### config.mk
export PLATFORM = sky130hd
export DESIGN_NAME = sr_excitation_driver
export DESIGN_NICKNAME = d
export VERILOG_FILES = /design/src/rtl/sr_excitation_driver.sv
export SDC_FILE = /design/constraint.sdc
export NUM_CORES = 1
export LEC_CHECK = 0
export ABC_AREA = 1
export CAP_MARGIN = 20
export CORE_ASPECT_RATIO = 0.75
export CORE_UTILIZATION = 45
export DETAILED_ROUTE_END_ITERATION = 8
export HOLD_SLACK_MARGIN = 0.05
export PLACE_DENSITY = 0.74
export SLEW_MARGIN = 20
export SYNTH_ARGS = -nofsm -noshare
export SYNTH_HDL_FRONTEND = slang
export SYNTH_SLANG_ARGS = --single-unit
### constraint.sdc
create_clock -name clk -period 1.55 [get_ports clk]
set_clock_uncertainty 0.05 [all_clocks]
set_input_delay 0.155 -clock clk [delete_from_list [all_inputs] [get_ports clk]]
set_output_delay 0.155 -clock clk [all_outputs]
set_load 0.1 [all_outputs]
### src/rtl/sr_excitation_driver.sv
// sr_excitation_driver
// Drives a bank of WIDTH SR flip-flops toward a requested Q pattern. A target
// word is accepted over valid/ready; per-bit S/R are derived from the SR
// excitation table against the bank's current Q and pulsed for one cycle.
// After a settle window the bank's Q is read back and compared to the target.
//
// Ports:
//   clk        rising-edge clock
//   rst        asynchronous active-low driver reset (does not reset the bank)
//   req_valid  target word valid
//   req_ready  driver idle and able to accept a target
//   req_data   requested next Q pattern
//   q_in       Q outputs of the SR flip-flop bank
//   s_out      registered S inputs to the bank
//   r_out      registered R inputs to the bank
//   done       one-cycle pulse when readback completes
//   err        valid with done; 1 = readback mismatch (held until next done)
//   err_mask   valid with done; q_in ^ target (held until next done)
//   err_count  saturating count of mismatching transactions
//
// state | meaning
// ------+-----------------------------------------------------------
// IDLE  | ready for a target; S/R held at 0
// DRIVE | S/R pulse on s_out/r_out for exactly one cycle
// WAIT  | S/R released, settle counter running down to readback

module sr_excitation_driver #(
  parameter int WIDTH  = 4,
  parameter int SETTLE = 1
) (
  input  logic             clk,
  input  logic             rst,
  input  logic             req_valid,
  output logic             req_ready,
  input  logic [WIDTH-1:0] req_data,
  input  logic [WIDTH-1:0] q_in,
  output logic [WIDTH-1:0] s_out,
  output logic [WIDTH-1:0] r_out,
  output logic             done,
  output logic             err,
  output logic [WIDTH-1:0] err_mask,
  output logic [7:0]       err_count
);

  localparam int SETTLE_EFF = (SETTLE < 1) ? 1 : SETTLE;
  localparam int CW = $clog2(SETTLE_EFF + 1);
  localparam logic [CW-1:0] SETTLE_LD = CW'(SETTLE_EFF);

  typedef enum logic [1:0] {IDLE, DRIVE, WAIT} state_t;

  state_t           state, state_nx;
  logic [WIDTH-1:0] target, target_nx;
  logic [WIDTH-1:0] s_nx, r_nx;
  logic [WIDTH-1:0] mask_nx, readback;
  logic [CW-1:0]    cnt, cnt_nx;
  logic             done_nx, err_nx;
  logic [7:0]       err_count_nx;

  // Ready is forced low while reset is held, even though state already reads IDLE.
  assign req_ready = rst & (state == IDLE);

  always_comb begin
    state_nx     = state;
    target_nx    = target;
    s_nx         = '0;
    r_nx         = '0;
    cnt_nx       = cnt;
    done_nx      = 1'b0;
    err_nx       = err;
    mask_nx      = err_mask;
    err_count_nx = err_count;
    readback     = q_in ^ target;

    case (state)
      IDLE: begin
        if (req_valid) begin
          state_nx  = DRIVE;
          target_nx = req_data;
          // Set only 0->1 bits, reset only 1->0 bits; the two masks are
          // disjoint so S=R=1 can never be produced.
          s_nx      = req_data & ~q_in;
          r_nx      = ~req_data & q_in;
        end
      end
      DRIVE: begin
        state_nx = WAIT;
        cnt_nx   = SETTLE_LD;
      end
      WAIT: begin
        if (cnt == CW'(1)) begin
          state_nx = IDLE;
          done_nx  = 1'b1;
          mask_nx  = readback;
          err_nx   = |readback;
          if ((|readback) && (err_count != 8'hFF)) begin
            err_count_nx = err_count + 8'd1;
          end
        end else begin
          cnt_nx = cnt - CW'(1);
        end
      end
      default: state_nx = IDLE;
    endcase
  end

  always_ff @(posedge clk or negedge rst) begin
    if (!rst) begin
      state     <= IDLE;
      target    <= '0;
      s_out     <= '0;
      r_out     <= '0;
      cnt       <= '0;
      done      <= 1'b0;
      err       <= 1'b0;
      err_mask  <= '0;
      err_count <= 8'd0;
    end else begin
      state     <= state_nx;
      target    <= target_nx;
      s_out     <= s_nx;
      r_out     <= r_nx;
      cnt       <= cnt_nx;
      done      <= done_nx;
      err       <= err_nx;
      err_mask  <= mask_nx;
      err_count <= err_count_nx;
    end
  end

endmodule

* Word-level counts from Yosys, hierarchy flattened
Cells that the tools add are included.
** Word-level totals
- Register bits :: 29
- Word-level logic and storage cells :: 41
- Output and inout bits :: 23
- Input port bits :: 11
** Operators by class
- Equality and inequality tests :: 5
- Multiplexer cells :: 11
- Reduce and logical (&&, ||, !) cells :: 8
- Bitwise logic cells :: 6
- Add/sub/neg operators :: 2
** Operators by type and width (count)
- $mux 4 :: 4
- $add 8x1->8 const B :: 1
- $and 4x4->4 :: 2
- $ne 8x8->1 const B :: 1
- $not 4->4 :: 2
- $pmux 2 s3 :: 1
- $reduce_and 2->1 :: 3
- $mux 2 :: 2
- $ne 2x2->1 const B :: 2
- $reduce_or 4->1 :: 1
- $xor 4x4->4 :: 1
- $mux 1 :: 3
- $reduce_and 3->1 :: 1
- $eq 2x1->1 const B :: 1
- $eq 2x2->1 const B :: 1
- $logic_not 2->1 :: 1
- $pmux 1 s2 :: 1
- $reduce_bool 2->1 :: 1
- $and 1x1->1 :: 1
- $logic_and 1x1->1 :: 1
- $sub 1x1->1 const B :: 1

* Depth between registers and ports, before layout
Gate-level depths: netlist (run 1).
- Depth after elaboration :: 4
- Gate-level depth with buffers :: 8
- Depth with buffers taken out :: 8

* Least setup slack after synthesis (run 1)
No wires, ideal clock.
- Path kind :: flip-flop to flip-flop
- Start point :: reg err_count[0]
- End point :: reg err_count[6]
- Arrival :: 2.011 ns
- Setup slack :: -0.579 ns
- Period minus slack after synthesis :: 2.129 ns
- Path buffers :: 0
- Required time :: 1.432 ns
- Setup time :: 0.068 ns
- Cell stages (with the launch flop) :: 8
- Cell sequence :: dfrtp_1 -> ha_1 -> nand2_1 -> nor2_4 -> nand3_4 -> nand3_4 -> nand2_1 -> nand2_1
** On the way
- Cells in the longest elaborated chain, start to end :: 3
- Elaborated cells on any way between the ends :: 4
- Classes of those cells :: add/sub: 1; eq/ne: 1; reduce/logical: 2
** Ends and longest elaborated chain
- start: declaration :: RTL line 42 : output logic [7:0] err_count
- start signal: assignment :: RTL line 126 : err_count <= err_count_nx;
- parallel branches: the longest is 3 deep, another holds $add 8x1->8
Several ways; the timed one is not identified.
A chain may end at the register's enable or synchronous reset.

* Final worst setup path (run 1)
- Start point :: reg err_count[0]
- End point :: reg err_count[7]
Same word-level chain as after synthesis.

==> metrics.yaml, run 1 <==
status: "completed"
setup_viol: 0
coreArea_sq_um: 2700
cpMaxStageDelayCell: "dfrtp_4"
grtUsageTotal_pct: 22.1
syn_area_sq_um: 1330
critPathLaunchType: "flip-flop"
multiInputGateArea_sq_um: 557
die_h_microns: 49.2
die_x_microns: 64.9
cts_root_buffer: "clkbuf_8"
final-hold-violation-count: 0
hpwl_microns: 2240
overflow: 0
critPathLaunch: "err_count[0]$_DFFE_PN0P_"
reg2reg_depth: 7
hold_path_class: "in2async"
yosys_warnings: 0
gp_congestion: 0.863
fin_crit_sh_pct: 96.3
cp_data_required_time_ns: 1.66
end_kind: "flip-flop"
synthCells: 152
synthToLayoutAreaGrowth_pct: 56.3
drt-vias-per-instance: 5.16
peakVddDrop_mv: 1.34
cts_made_buffers: 5
drt_iter0_markers: 60
synth_fp_nets: 167
path_max_fanout: 9
rows: 16
cap_violations: 0
rsz0062_at_grt: "false"
drc: 0
fin_area_sq_um: 2080
path_common_cell: "nand2_1"
drv_slew: 0
grt_max_degree: 30
dpl_cell_area_sq_um: 1990
reg2reg_from: "err_count[0]$_DFFE_PN0P_"
grt_first_pass_wirelength_microns: 5140
num_vias: 1193
clk_latency_ns: 0.27
slowest_delay_ns: 0.52
path_depth: 7
post_cts_buffers: 0
io_buffers: 33
critical-path-top-delay-family: "simple AND/OR/NAND/NOR gates"
grt_pass1_vias: 1135
seq_area_sq_um: 748
postRouteAntennaNets: 0
cp_cell_sequence: "ha_4, nand2_1, nor2_4, nand3_4, nand3_4, nand2_1, nand2_1"
criticalPathCategory: "reg2reg"
cts_tree: "built"
synth_cell_type_count: 21
synthTopCellsByArea: "dfrtp_1 (54%), nand2_1 (14%), inv_1 (4.5%), ha_1 (3.8%), nand4_1 (3.8%)"
routed_wl_microns: 3020
maxSlewHeadroom_pct: 75.8
drive_gt1_share_pct: 25.6
firstDrtPassIters: 5
post_cts_resized: 0
fill_cells: 187
power.density_nw_per_um2: 2240
arrival_ns: 1.60
wl_per_cell_microns: 13.1
path_clk_slew_ns: 0.06
clockBufferDepth: 2
clock.fmax_mhz: 670
synth_top_area_share_pct: 54.4
holdWs_ns: 0.282
layout_min_cycle_time_ns: 1.49
hold_buffers: 0
tightest_slew_ns: 0.362
ys_ff_latch: 29
fin_nets: 209
clock_sinks: 29
yosysTopAreaCell: "dfrtp_1"
die-area_sq_um: 3190
io_pins: 34
start_util_pct: 49.4
power.leakage_uw: 0.000976
antenna_cells: 0
crit_buf_inv: 0
antenna_found_initial: 0
htreeDepth: 2
yosysSeqAreaShare_pct: 54.4
avgSynthCellArea_sq_um: 8.77
worst paths after layout:
| check | end | slack, ns |
|---|---|---|
| max | err_count[7]$_DFFE_PN0P_ | 0.06 |
| min | err_count[6]$_DFFE_PN0P_ | 0.28 |
| max reg2reg | err_count[7]$_DFFE_PN0P_ | 0.06 |
| min reg2reg | cnt$_DFFE_PN0P_ | 0.45 |
| max in group asynchronous | err_count[5]$_DFFE_PN0P_ | 0.86 |
| min in group clk | r_out[0]$_DFF_PN0_ | 0.39 |
cell usage in the layout, fill, tap and decap left out, types with 5 or more instances in the layout:
master            n
clkdlybuf4s50_1  10
nand2_1          49
dfrtp_4           5
nor2_1           13
dfrtp_1          21
nand4_1           8
buf_12           23
clkbuf_8          5
o21ai_0           7
inv_1            15
synthesized netlist by cell type:
| cell type | instances |
|---|---|
| dfrtp_1 | 29 |
| nand2_1 | 49 |
| o22ai_1 | 1 |
| inv_1 | 16 |
| nand3b_1 | 1 |
| o21ai_0 | 7 |
| buf_2 | 1 |
| nand3_1 | 3 |
| nor3_1 | 4 |
| nand3_4 | 2 |
| inv_2 | 3 |
| xor2_1 | 1 |
| or2_2 | 1 |
| nor2_4 | 1 |
| a31oi_1 | 4 |
| a21oi_1 | 1 |
| nand2_2 | 1 |
| nor2_1 | 13 |
| ha_1 | 4 |
| xnor2_1 | 2 |
| nand4_1 | 8 |
per-layer routing:
metal  up-vias  GRT usage [%]  part of all wire [%]
li1        571              -                     -
met4         0           8.15                   1.3
met1       569           26.3                    41
met3         7           6.78                   7.0
met2        46           37.5                    51
met5         -              0                     0
through the flow:
step / total power, uW / cells / setup slack (ns) / setup TNS (ns) / util, %
floorplan: 3010 / 152 / 0.00657 / 0 / -
global placement: 3990 / 223 / 0.0492 / 0 / 73.7
detailed placement: 4070 / 223 / -0.00690 / -0.0138 / 73.7
CTS: 4660 / 231 / 0.0140 / 0 / 76.7
global route: 4910 / 231 / 0.00221 / 0 / 77.1
finish: 4660 / 231 / 0.0579 / 0 / 77.1
state kept, by name, indices dropped and copies added, names as in the netlist:
signal	count
done	1
err_mask	4
state	2
cnt	1
s_out	4
err	1
err_count	8
target	4
r_out	4
cell type report:
| type | instances | area share (%) |
|---|---|---|
| inverters | 19 | 3.42 |
| flip-flops and latches | 29 | 35.9 |
| clock buffers | 8 | 3.84 |
| well taps | 36 | 2.16 |
| multi-input cells | 103 | 26.7 |
| repair buffers | 36 | 28.0 |
cells by family (layout without fill, tap and decap cells):
family	Yosys count	in the layout	synth area share (%)
AND/OR/NAND/NOR	83	83	28.8
adder cells (fa/ha/maj)	4	4	3.75
buffers and inverters	20	63	5.72
flip-flops	29	29	54.4
AO/OA/AOI/OAI	13	13	5.35
XOR/XNOR	3	3	1.97
power breakdown:
part	switching (uW)	internal, uW	total [uW]	leakage (uW)
combinational	1810	966	2780	0.000581
clock	258	318	576	0.0000395
sequential	281	1030	1310	0.000356
total	2350	2310	4660	0.000976
(Power assumes the default switching activity.)
==> inputs of run 2 (changes only) <==
--- a/config.mk
+++ b/config.mk
@@ -11,7 +11,7 @@
 export CORE_UTILIZATION = 45
 export DETAILED_ROUTE_END_ITERATION = 8
 export HOLD_SLACK_MARGIN = 0.05
-export PLACE_DENSITY = 0.74
+export PLACE_DENSITY = 0.73
 export SLEW_MARGIN = 20
 export SYNTH_ARGS = -nofsm -noshare
 export SYNTH_HDL_FRONTEND = slang
==> run 2 against run 1 <==
  * First-iteration DRC count shrank 15%
  * Clock power grew 8.0%
  * Final cell count is the same
  * Global-route usage shrank 0.32 points
  * Sequential cell count is the same
  * Non-clock buffer count is the same
  * Die area is the same
  * Clock-buffer cell count is the same
  * Maximum frequency grew 0.76%
  * Critical path depth shrank 2
  * Total power grew 0.99%
  * Design area grew 0.60%
  * Largest power group unchanged
  * Highest routed layer unchanged
==> metrics.yaml, run 2 (synthesis gave the netlist of run 1 again) <==
status: "completed"
final-hold-violation-count: 0
fin_nets: 209
num_vias: 1161
die_x_microns: 64.9
r2r-end: "err_count[6]$_DFFE_PN0P_"
cap_violations: 0
overflow: 0
antenna_cells: 0
layout_min_cycle_time_ns: 1.48
drc: 0
cpMaxStageDelayCell: "dfrtp_1"
critical-path-top-delay-family: "flip-flops"
clock.fmax_mhz: 675
die_h_microns: 49.2
coreArea_sq_um: 2700
hpwl_microns: 2200
clk_latency_ns: 0.27
firstDrtPassIters: 4
multiInputGateArea_sq_um: 547
gp_congestion: 0.793
fill_cells: 169
finalWorstSetupSlack_ns: 0.0691
post_cts_buffers: 0
htreeDepth: 2
clock_sinks: 29
holdWs_ns: 0.283
start_util_pct: 49.4
top_register: "err_count"
cp_cell_sequence: "inv_1, ha_2, nand2_1, inv_1, buf_12"
postRouteAntennaNets: 0
io_buffers: 33
final_common_cell: "nand2_1"
drt-vias-per-instance: 5.03
cts_tree: "built"
critPathLaunchType: "flip-flop"
criticalPathCategory: "reg2out"
grt_pass1_vias: 1185
drv_slew: 0
final_cell_mix: "nand2_1 (49), buf_12 (24), dfrtp_1 (21)"
drive_gt1_share_pct: 25.6
power.leakage_uw: 0.000984
drt_iter0_markers: 51
grtUsageTotal_pct: 21.8
r2r_setup_slack_ns: 0.11
io_pins: 34
synthToLayoutAreaGrowth_pct: 57.2
power.density_nw_per_um2: 2250
rsz0062_at_grt: "true"
preCtsSetupSlack_ns: -0.0310
setup_viol: 0
cts_made_buffers: 5
rows: 16
crit_buf_inv: 3
slowest_delay_ns: 0.38
fin_crit_sh_pct: 95.5
hold_path_class: "in2async"
reg2reg_from: "err_count[0]$_DFFE_PN0P_"
maxSlewHeadroom_pct: 76.1
peakVddDrop_mv: 1.07
wl_per_cell_microns: 12.6
routed_wl_microns: 2920
end_kind: "output pin"
largest_reg_flops: 8
grt_first_pass_wirelength_microns: 5220
path_max_fanout: 3
arrival_ns: 1.28
p_total_uw: 4710
path_clk_slew_ns: 0.06
antenna_found_initial: 0
grt_max_degree: 30
cp_data_required_time_ns: 1.34
cts_root_buffer: "clkbuf_8"
seq_area_sq_um: 748
tightest_slew_ns: 0.359
reg2reg_depth: 7
die-area_sq_um: 3190
path_common_cell: "inv_1"
clockBufferDepth: 2
-- run 2: metrics by stage --
| step | instance area (sq um) | std cells | utilization, % | TNS, ns |
|---|---|---|---|---|
| floorplan | 1370 | 152 | - | 0 |
| global placement | 2000 | 223 | 74.2 | 0 |
| detailed placement | 2000 | 223 | 74.2 | -0.107 |
| CTS | 2090 | 231 | 77.5 | 0 |
| global route | 2100 | 231 | 77.6 | 0 |
| finish | 2100 | 231 | 77.6 | 0 |
-- run 2: area by class of cell --
class / instances / area share (%)
tap: 36 / 2.15
sequential: 29 / 35.7
multi-input combinational: 103 / 26.1
inverter: 19 / 3.40
timing repair buffer: 36 / 28.4
clock buffer: 8 / 4.30
-- run 2: how the worst max path moves through the flow --
stage          slack [ns]                     start  depth (start not counted)                        to
6_report             0.07      state[1]$_DFFE_PN0P_                          5                 req_ready
2_1_floorplan       0.007  err_count[0]$_DFFE_PN0P_                          7  err_count[6]$_DFFE_PN0P_
4_1_cts              0.05      state[1]$_DFFE_PN0P_                          5                 req_ready
5_1_grt             0.003      state[1]$_DFFE_PN0P_                          5                 req_ready
3_3_place_gp         0.04                   q_in[3]                          9  err_count[5]$_DFFE_PN0P_
3_5_place_dp        -0.03                   q_in[3]                          9  err_count[6]$_DFFE_PN0P_
-- run 2: routing by layer --
layer / track usage [%] / vias to the layer above / part of all wire (%)
li1: - / 575 / -
met1: 26.5 / 539 / 43
met2: 36.1 / 38 / 50
met3: 7.01 / 9 / 6.7
met4: 7.78 / 0 / 0.72
met5: 0 / - / 0
-- run 2: report_power, final --
group	leakage (uW)	switching, uW	internal [uW]
clock	0.0000455	261	361
combinational	0.000583	1810	975
sequential	0.000356	274	1030
-- run 2: timing repair --
action | CTS | global route
gates resized for setup | 0 | 1
setup endpoints to repair | 0 | 1
hold buffers | 0 | 0
==> inputs of run 3 (changes only) <==
--- a/config.mk
+++ b/config.mk
@@ -6,6 +6,7 @@
 export NUM_CORES = 1
 export LEC_CHECK = 0
 export ABC_AREA = 1
+export ABC_CLOCK_PERIOD_IN_PS = 1550
 export CAP_MARGIN = 20
 export CORE_ASPECT_RATIO = 0.75
 export CORE_UTILIZATION = 45
==> results of run 3 <==
The final DEF is identical to that of run 2; final timing and power are the same.
